[config.mk]
export PLATFORM = sky130hd
export DESIGN_NAME = clint_timer
export DESIGN_NICKNAME = d
export VERILOG_FILES = /design/src/rtl/clint_pkg.sv /design/src/rtl/clint_prescaler.sv /design/src/rtl/clint_timer.sv
export SDC_FILE = /design/constraint.sdc
export NUM_CORES = 1
export LEC_CHECK = 0
export ABC_AREA = 1
export CORE_MARGIN = 5
export CORE_UTILIZATION = 30
export CTS_CLUSTER_SIZE = 12
export DETAILED_ROUTE_END_ITERATION = 10
export HOLD_SLACK_MARGIN = 0.03
export SETUP_SLACK_MARGIN = 0.3
export SLEW_MARGIN = 20
export SYNTH_ARGS = -nofsm -noshare
export SYNTH_HDL_FRONTEND = slang
export SYNTH_SLANG_ARGS = --single-unit
[constraint.sdc]
create_clock -name clk -period 2.49 [get_ports clk]
set_clock_uncertainty 0.1 [all_clocks]
set_input_delay 0.747 -clock clk [delete_from_list [all_inputs] [get_ports clk]]
set_output_delay 0.747 -clock clk [all_outputs]
set_load 0.02 [all_outputs]
[src/rtl/clint_pkg.sv]
// rtl/clint_pkg.sv - shared offsets, reset constants and byte-merge helper for the CLINT
package clint_pkg;

    localparam logic [63:0] CLINT_MSIP_OFF     = 64'h0000_0000_0000_0000;
    localparam logic [63:0] CLINT_MTIMECMP_OFF = 64'h0000_0000_0000_4000;
    localparam logic [63:0] CLINT_MTIME_OFF    = 64'h0000_0000_0000_BFF8;

    // A compare value of all ones keeps mtip low until software programs it
    localparam logic [63:0] MTIMECMP_RST = 64'hFFFF_FFFF_FFFF_FFFF;

    typedef enum logic [1:0] {
        SEL_NONE,
        SEL_MSIP,
        SEL_MTIMECMP,
        SEL_MTIME
    } clint_sel_e;

    // Replace byte i of old with byte i of wdata wherever wstrb[i] is set
    function automatic logic [63:0] apply_wstrb(input logic [63:0] old,
                                                input logic [63:0] wdata,
                                                input logic [7:0]  wstrb);
        logic [63:0] r;
        r = old;
        for (int i = 0; i < 8; i++) begin
            if (wstrb[i]) begin
                r[i*8 +: 8] = wdata[i*8 +: 8];
            end
        end
        return r;
    endfunction

endpackage

[src/rtl/clint_prescaler.sv]
// rtl/clint_prescaler.sv - divides the clock into mtime increment ticks
module clint_prescaler #(
    parameter int TICK_DIV = 1
) (
    input  logic clk,
    input  logic rst,
    output logic tick
);

    localparam int CW = (TICK_DIV > 1) ? $clog2(TICK_DIV) : 1;
    localparam logic [CW-1:0] LAST = CW'(TICK_DIV - 1);

    logic [CW-1:0] cnt;

    // Terminal count; with TICK_DIV=1 this is high every cycle
    assign tick = (cnt == LAST);

    // Count 0..TICK_DIV-1 and wrap on the terminal count
    always_ff @(posedge clk) begin
        if (rst) begin
            cnt <= '0;
        end else if (tick) begin
            cnt <= '0;
        end else begin
            cnt <= cnt + CW'(1);
        end
    end

endmodule

[src/rtl/clint_timer.sv]
// rtl/clint_timer.sv - core-local interruptor: msip, mtimecmp, mtime and interrupt lines
module clint_timer
    import clint_pkg::*;
#(
    parameter logic [63:0] BASE_ADDR = 64'h0200_0000,
    parameter int          TICK_DIV  = 1
) (
    input  logic        clk,
    input  logic        rst,
    input  logic        req_valid,
    output logic        req_ready,
    input  logic        req_we,
    input  logic [63:0] req_addr,
    input  logic [63:0] req_wdata,
    input  logic [7:0]  req_wstrb,
    output logic        resp_valid,
    input  logic        resp_ready,
    output logic [63:0] resp_rdata,
    output logic        resp_err,
    output logic        mtip,
    output logic        msip,
    output logic [63:0] mtime_o
);

    localparam logic [63:0] ADDR_MSIP     = BASE_ADDR + CLINT_MSIP_OFF;
    localparam logic [63:0] ADDR_MTIMECMP = BASE_ADDR + CLINT_MTIMECMP_OFF;
    localparam logic [63:0] ADDR_MTIME    = BASE_ADDR + CLINT_MTIME_OFF;

    logic        tick;
    logic [63:0] mtime;
    logic [63:0] mtimecmp;
    logic        msip_reg;
    logic        accept;
    clint_sel_e  sel;
    logic [63:0] rd_mux;
    logic        wr_msip;
    logic        wr_mtimecmp;
    logic        wr_mtime;
    logic        unused_addr;

    clint_prescaler #(
        .TICK_DIV (TICK_DIV)
    ) u_prescaler (
        .clk  (clk),
        .rst  (rst),
        .tick (tick)
    );

    // Registers are 64-bit aligned, so the low address bits never take part in decode
    assign unused_addr = ^req_addr[2:0];

    assign req_ready = !resp_valid | resp_ready;
    assign accept    = req_valid & req_ready;
    assign mtime_o   = mtime;

    // Address decode and read mux on the pre-edge register values
    always_comb begin
        sel    = SEL_NONE;
        rd_mux = '0;
        if (req_addr[63:3] == ADDR_MSIP[63:3]) begin
            sel    = SEL_MSIP;
            rd_mux = {63'b0, msip_reg};
        end else if (req_addr[63:3] == ADDR_MTIMECMP[63:3]) begin
            sel    = SEL_MTIMECMP;
            rd_mux = mtimecmp;
        end else if (req_addr[63:3] == ADDR_MTIME[63:3]) begin
            sel    = SEL_MTIME;
            rd_mux = mtime;
        end
    end

    assign wr_msip     = accept & req_we & (sel == SEL_MSIP);
    assign wr_mtimecmp = accept & req_we & (sel == SEL_MTIMECMP);
    assign wr_mtime    = accept & req_we & (sel == SEL_MTIME);

    // Register file; a bus write to mtime overrides the tick in the same cycle
    always_ff @(posedge clk) begin
        if (rst) begin
            mtime    <= '0;
            mtimecmp <= MTIMECMP_RST;
            msip_reg <= 1'b0;
        end else begin
            if (wr_mtime) begin
                mtime <= apply_wstrb(mtime, req_wdata, req_wstrb);
            end else if (tick) begin
                mtime <= mtime + 64'd1;
            end
            if (wr_mtimecmp) begin
                mtimecmp <= apply_wstrb(mtimecmp, req_wdata, req_wstrb);
            end
            // Only bit 0 is implemented, and it lives in byte lane 0
            if (wr_msip && req_wstrb[0]) begin
                msip_reg <= req_wdata[0];
            end
        end
    end

    // Interrupt lines track the previous cycle's register values
    always_ff @(posedge clk) begin
        if (rst) begin
            mtip <= 1'b0;
            msip <= 1'b0;
        end else begin
            mtip <= (mtime >= mtimecmp);
            msip <= msip_reg;
        end
    end

    // Single-entry response register; data holds until the consumer takes it
    always_ff @(posedge clk) begin
        if (rst) begin
            resp_valid <= 1'b0;
            resp_rdata <= '0;
            resp_err   <= 1'b0;
        end else if (accept) begin
            resp_valid <= 1'b1;
            resp_rdata <= (req_we || sel == SEL_NONE) ? 64'd0 : rd_mux;
            resp_err   <= (sel == SEL_NONE);
        end else if (resp_ready) begin
            resp_valid <= 1'b0;
        end
    end

endmodule

==> run_results.csv, run 1 <==
group,metric,value,unit
cts,cts_tree,"built",
global_routing,grt_max_degree,68,
placed_design,preCtsSetupSlack,-0.608,ns
global_routing,grt_pass1_vias,14000,
timing,relSlewSlack,48.5,%
pwr,p_leak,8.92,nW
critical_path,crit_buf_inv,5,
synthesis,synth-warning-count,0,
timing,fin_crit,2.22,ns
timing,fin_crit_sh,89.3,%
synthesis,synthTopCellsByCount,"562 x nand2_1, 321 x nor2_1, 206 x nand3_1",
floorplan,rows,75,
drt,post_drt_wl_per_cell,17.9,um
timing,setup_tns,0,ns
synthesis,synth.area.top_cells,"dfxtp_1 31%, nand2_1 16%, nor2_1 9.4%",
synthesis,syn_inst,2059,
drt,drc_errors,0,
pwr,p_sw,2.09,mW
synthesis,async_reset_ff_share,0,%
synthesis,yosysSeqAreaShare,31.0,%
pwr,clkPwrFrac,38.1,%
placed_design,post-place-cells,2880,
cts,clock_latency,0.46,ns
synthesis,yosysUniqueCellTypes,33,
drt,wl,53000,um
floorplan,pin_count,274,
worst_hold_path,worst_hold_path_type,"register to register",
timing,tightest_slew,0.772,ns
critical_path,crit_fanout,8,
drt,vias,14800,
drt,drtPass1Iterations,6,
timing,drv_slew,0,
critical_path,cp-start-kind,"input pin",
pwr,p_int,5.12,mW
timing,rsz0062_at_grt,"yes",
timing,whs,0.360,ns
critical_path,worstSetupPathType,"input pin to register",
cells_and_area,layout-area-overhead-vs-synth,42.0,%
critical_path,critPathArrivalTime,2.45,ns
cts,cts_max_level,4,
synthesis,ys_ff_latch,198,
pwr,seqPwrFrac,46.5,%
synthesis,dominantRegCellSynth,"dfxtp_1",
outcome,status,"finished, final reports clean",
critical_path,cp-end-kind,"register",
global_routing,grtUsageTotal,21.7,%
floorplan,fp.coreArea,42000,sq um
pwr,powerDensity,397,nW/um^2
critical_path,crit_family,"simple AND/OR/NAND/NOR gates",
cts,clockBufferDepth,2,
cts,cts_buffers,17,
pwr,p_comb_share,15.4,%
floorplan,die_area,46900,sq um
floorplan,die-height,216,um
cts,root_buffer,"clkbuf_16",
cells_and_area,nNetsFinal,2607,
floorplan,initial_core_util,30.4,%
synthesis,synth_edf_count,0,
pwr,vdd_ir_drop_max,0.000372,V
placed_design,dpl.hpwl,39400,um
drt,viasPerCell,5.00,
floorplan,die_w,216,um
critical_path,slowest_delay,0.17,ns
timing,setup_slack,0.265,ns
timing,max_freq,450,MHz
drt,drtAntennaViolNets,0,
synthesis,synth_top_area_cell,"dfxtp_1",
synthesis,syn_area,12800,sq um
cts,cts.sinks,198,
pwr,p_sw_share,29.0,%
global_routing,gr-total-overflow,0,
cells_and_area,layout-drive-gt1-share,15.8,%
synthesis,synth_top_cell_area_share,31.0,%
flow_run,max_cap_violations,0,
timing,setup_violations,0,
critical_path,path_cells,"clkdlybuf4s15_1 -> nor2_1 -> nand2_1 -> nor2_1 -> nand2_1 -> nor2_4 -> buf_6 -> nand2_4 -> nor3_4 -> buf_4 -> buf_6 -> buf_12 -> nand2_8 -> nand2_2 -> o211ai_1",
synthesis,avgSynthCellArea,6.21,sq um
synthesis,syn_nets,2265,
cells_and_area,stdcell_count,2955,
critical_path,worstPathRequired,2.71,ns
synthesis,yosys.cell_count.top_type,"nand2_1",
drt,drt-initial-drc-count,1006,
timing,hold_viol_final,0,
global_routing,grt_first_pass_wirelength,80700,um
critical_path,cpMaxStageDelayCell,"nor2_4",
global_routing,grt_antenna_before_repair,2,
placed_design,place.gp.congestion,0.985,
pwr,p_total,7.22,mW
placed_design,portBuffers,270,
cts,path_clk_slew,0.07,ns
worst min-delay path, delay by kind of cell, from the launching register on:
family | cells | cell delay, ns
DFF | 1 | 0.31
and+or+nand+nor | 1 | 0.05
AOI/OAI and AO/OA | 1 | 0.05
cell families (layout without fill, tap and decap cells):
| kind of cell | after synthesis | after routing | synth area share [%] |
|---|---|---|---|
| compound gates | 278 | 278 | 11.8 |
| xor+xnor | 39 | 39 | 2.67 |
| fa+ha+maj | 65 | 65 | 6.36 |
| buf+inv | 275 | 625 | 8.47 |
| flops | 198 | 198 | 31.0 |
| other cells | 1 | 3 | 0.0293 |
| simple gates | 1203 | 1208 | 39.7 |
layer usage:
metal,share of wire [%],routed length (um),global-route usage (%),up-vias
li1,-,-,-,7453
met1,44,23600,28.2,6778
met2,48,25400,37.3,472
met3,5.4,2890,3.81,61
met4,2.2,1140,5.85,2
met5,0.025,13,0,-
placed cells by master, fill, tap and decap left out, drive strengths merged, types with 3 or more instances in the layout:
| master | count |
|---|---|
| dfxtp | 198 |
| nand2 | 577 |
| xnor2 | 27 |
| a21oi | 103 |
| xor2 | 12 |
| inv | 174 |
| nand3 | 207 |
| clkdlybuf4s50 | 74 |
| nand4 | 85 |
| nor3 | 9 |
| o211ai | 42 |
| nand3b | 3 |
| dlygate4sd2 | 108 |
| clkbuf | 53 |
| clkinv | 5 |
| o21ai | 129 |
| nor2 | 323 |
| ha | 65 |
| buf | 166 |
| clkdlybuf4s15 | 39 |
power groups by stage:
| stage | clock [mW] | combinational [mW] | sequential [mW] |
|---|---|---|---|
| after floorplan | 0 | 0.405 | 3.50 |
| after global placement | 0 | 1.13 | 3.42 |
| after detailed placement | 0 | 1.15 | 3.42 |
| after CTS | 2.80 | 1.09 | 3.35 |
| after global routing | 2.94 | 1.22 | 3.37 |
| final | 2.75 | 1.11 | 3.36 |
timing repair:
action	CTS	global route
cloned	11	4
pin swaps	43	58
endpoints found under the setup margin	327	216
setup buffers	14	12
gates resized for setup	373	155
hold buffers	0	0
path summary, 6_finish.rpt:
| path | start | to | slack (ns) | cells after the start |
|---|---|---|---|---|
| max | req_addr[51] | mtimecmp[12] | 0.27 | 15 |
| min reg2reg | resp_rdata[26] | resp_rdata[26] | 0.36 | 2 |
| max reg2reg | mtime_o[5] | mtime_o[20] | 0.39 | 11 |
| min | resp_rdata[26] | resp_rdata[26] | 0.36 | 2 |
stage by stage:
stage	instance area, sq um	util (%)
2_1_floorplan	12900	-
3_3_place_gp	16800	40.0
3_5_place_dp	16800	40.0
4_1_cts	17800	42.4
5_1_grt	18200	43.2
6_report	18200	43.2
final cells by class:
| class | count | area, sq um |
|---|---|---|
| inverters | 171 | 644 |
| clock inverters | 11 | 100 |
| fillers | 4475 | 23900 |
| multi-input cells | 1591 | 8200 |
| diodes | 2 | 5.00 |
| repair buffers | 422 | 4080 |
| clock buffers | 21 | 450 |
| well taps | 539 | 674 |
| flip-flops and latches | 198 | 4010 |
No activity file was read; power rests on OpenSTA's default activity.
==> inputs of run 2 (changes only) <==
- CORE_UTILIZATION: 30 -> 52
- PLACE_DENSITY: default -> 0.81
==> run 2 against run 1 <==
Compared with the run above:
- first-iteration DRC count increased by 86%
- routed wire length increased by 9.5%
- setup slack got worse by 0.081 ns
- cell count decreased by 7.1%
- core utilization increased by 34 points
- cell area increased by 2.7%
- count of clock-buffer cells in the layout decreased by 2
- sequential power increased by 1%
- non-clock buffer count increased by 3
- hold slack got worse by 0.0052 ns
- clock power increased by 6%
==> run_results.csv, run 2 (synthesized netlist as in run 1, its figures left out) <==
group,metric,value,unit
critical_path,cp-end-kind,"register",
worst_hold_path,worst_hold_path_type,"register to register",
cts,path_clk_slew,0.08,ns
pwr,p_comb_share,15.3,%
cells_and_area,n_antenna_cell,0,
global_routing,grtUsageTotal,37.0,%
floorplan,die-height,167,um
timing,whs,0.355,ns
drt,drt-initial-drc-count,1874,
timing,fin_crit_sh,92.6,%
critical_path,critPathArrivalTime,2.58,ns
global_routing,grt_max_degree,68,
drt,post_drt_wl_per_cell,21.1,um
pwr,p_leak,9.09,nW
pwr,p_sw_share,30.9,%
floorplan,rows,57,
cells_and_area,layout_common_cells,"504 x nand2_1, 273 x nor2_1, 183 x nand3_1, 159 x inv_1, 152 x dfxtp_1",
pwr,clkPwrFrac,39.0,%
critical_path,rr_endpoint,"mtime_o[33]",
critical_path,r2r_start,"mtime_o[4]",
timing,fin_crit,2.31,ns
drt,vias,16400,
cts,clock_latency,0.45,ns
flow_run,max_cap_violations,0,
floorplan,pin_count,274,
drt,drc_errors,0,
placed_design,post_dp_cell_area,16400,sq um
timing,setup_tns,0,ns
floorplan,die_area,27800,sq um
timing,setup_violations,0,
global_routing,gr-total-overflow,0,
pwr,vdd_ir_drop_max,0.000352,V
critical_path,slowest_delay,0.19,ns
placed_design,place.gp.congestion,0.969,
pwr,seqPwrFrac,45.6,%
placed_design,dpl.hpwl,36600,um
cells_and_area,final_common_cell,"nand2_1",
global_routing,grt_pass1_vias,15200,
timing,drv_slew,0,
critical_path,worstSetupPathType,"input pin to register",
timing,setup_slack,0.185,ns
critical_path,rrSetupSlack,0.23,ns
cts,clockBufferDepth,2,
floorplan,initial_core_util,52.7,%
timing,rsz0062_at_grt,"yes",
outcome,status,"finished, final reports clean",
cells_and_area,nNetsFinal,2614,
cts,cts.sinks,198,
cts,cts_buffers,17,
critical_path,cpMaxStageDelayCell,"a21oi_2",
critical_path,r2r_cells,12,
cells_and_area,stdcell_count,2745,
cells_and_area,fin_area,18600,sq um
placed_design,preCtsSetupSlack,-0.467,ns
cts,cts_tree,"built",
timing,relSlewSlack,43.8,%
cts,cts_max_level,4,
critical_path,worstPathRequired,2.77,ns
critical_path,crit_fanout,8,
floorplan,fp.coreArea,24200,sq um
pwr,p_int,5.15,mW
critical_path,crit_family,"simple AND/OR/NAND/NOR gates",
cells_and_area,layout-area-overhead-vs-synth,45.8,%
worst_hold_path,worst_hold_startpoint,"msip_reg",
critical_path,path_cells,"clkdlybuf4s15_1 -> nor2_1 -> nand2_1 -> nor2_1 -> nand2_2 -> nor2_4 -> buf_12 -> nand2_8 -> buf_4 -> nand3_4 -> buf_12 -> buf_12 -> buf_16 -> nand4_1 -> a21oi_2",
worst_hold_path,whs_path_depth,2,
pwr,powerDensity,400,nW/um^2
worst_hold_path,hold_end,"msip",
drt,drtPass1Iterations,6,
critical_path,path_common_cell,"buf_12",
pwr,p_sw,2.30,mW
placed_design,post-place-cells,2643,
timing,tightest_slew,0.843,ns
global_routing,grt_antenna_before_repair,2,
drt,viasPerCell,5.96,
placed_design,portBuffers,270,
floorplan,die_w,167,um
cells_and_area,layout-drive-gt1-share,19.6,%
timing,max_freq,434,MHz
cts,root_buffer,"clkbuf_16",
timing,hold_viol_final,0,
drt,wl,58000,um
drt,drtAntennaViolNets,0,
global_routing,grt_first_pass_wirelength,82900,um
critical_path,crit_buf_inv,6,
critical_path,cp-start-kind,"input pin",
[run 2: cell types whose count changed in the layout (fill, tap and decap cells not counted), moves of 16 or more]
| cell | previous run | this run |
|---|---|---|
| nand3_1 | 204 | 183 |
| clkdlybuf4s15_1 | 31 | 13 |
| dlygate4sd2_1 | 108 | 126 |
| nor2_2 | 15 | 40 |
| nor2_1 | 298 | 273 |
| nand2_1 | 522 | 504 |
| clkbuf_2 | 32 | 48 |
| buf_4 | 98 | 79 |
| nand3_2 | 1 | 19 |
[run 2: per-layer routing]
metal / track usage [%] / part of all wire, % / vias to the layer above
li1: - / - / 7487
met2: 62.2 / 45 / 1065
met5: 0 / 0.014 / -
met3: 6.76 / 10 / 280
met1: 45.9 / 38 / 7535
met4: 17.8 / 7.0 / 2
[run 2: final cells by class]
cell class	instances	area [sq um]
Inverter	171	657
Tap cell	324	405
Clock buffer	19	433
Fill cell	1796	5600
Timing Repair Buffer	425	4340
Sequential cell	198	4020
Clock inverter	13	158
Multi-Input combinational cell	1595	8630
[run 2: tightest hold or removal path, cell delays in order (launching register included)]
cell     delay (ns)
dfxtp_1        0.31
inv_1          0.07
nor2_1         0.04
[run 2: worst max path at each step]
| stage | to | cells after the start | slack, ns | start |
|---|---|---|---|---|
| 3_5_place_dp | resp_rdata[39] | 12 | -0.47 | req_addr[25] |
| 4_1_cts | resp_rdata[2] | 13 | 0.23 | req_addr[8] |
| 5_1_grt | resp_rdata[47] | 15 | 0.12 | req_addr[16] |
| 6_report | resp_rdata[47] | 15 | 0.18 | req_addr[16] |
| 2_1_floorplan | mtimecmp[14] | 11 | 0.20 | req_addr[37] |
| 3_3_place_gp | mtimecmp[61] | 13 | -0.47 | req_addr[25] |
[run 2: metrics by stage]
step	total power, mW	util (%)
4_1_cts	7.33	74.3
2_1_floorplan	3.90	-
3_5_place_dp	4.54	67.6
6_report	7.46	76.9
3_3_place_gp	4.52	67.6
5_1_grt	7.66	76.9
[run 2: what timing repair did]
item	CTS	global route
cloned	18	13
gates resized for setup	411	239
pin swaps	95	103
hold endpoints to repair	0	0
setup buffers	32	7
endpoints found under the setup margin	328	222
hold buffers	0	0
[run 2: power by group through the flow]
stage | clock network (mW) | logic (mW) | registers (mW)
3_3_place_gp | 0 | 1.06 | 3.45
3_5_place_dp | 0 | 1.09 | 3.45
5_1_grt | 3.02 | 1.23 | 3.41
4_1_cts | 2.87 | 1.07 | 3.39
6_report | 2.91 | 1.14 | 3.40
2_1_floorplan | 0 | 0.405 | 3.50
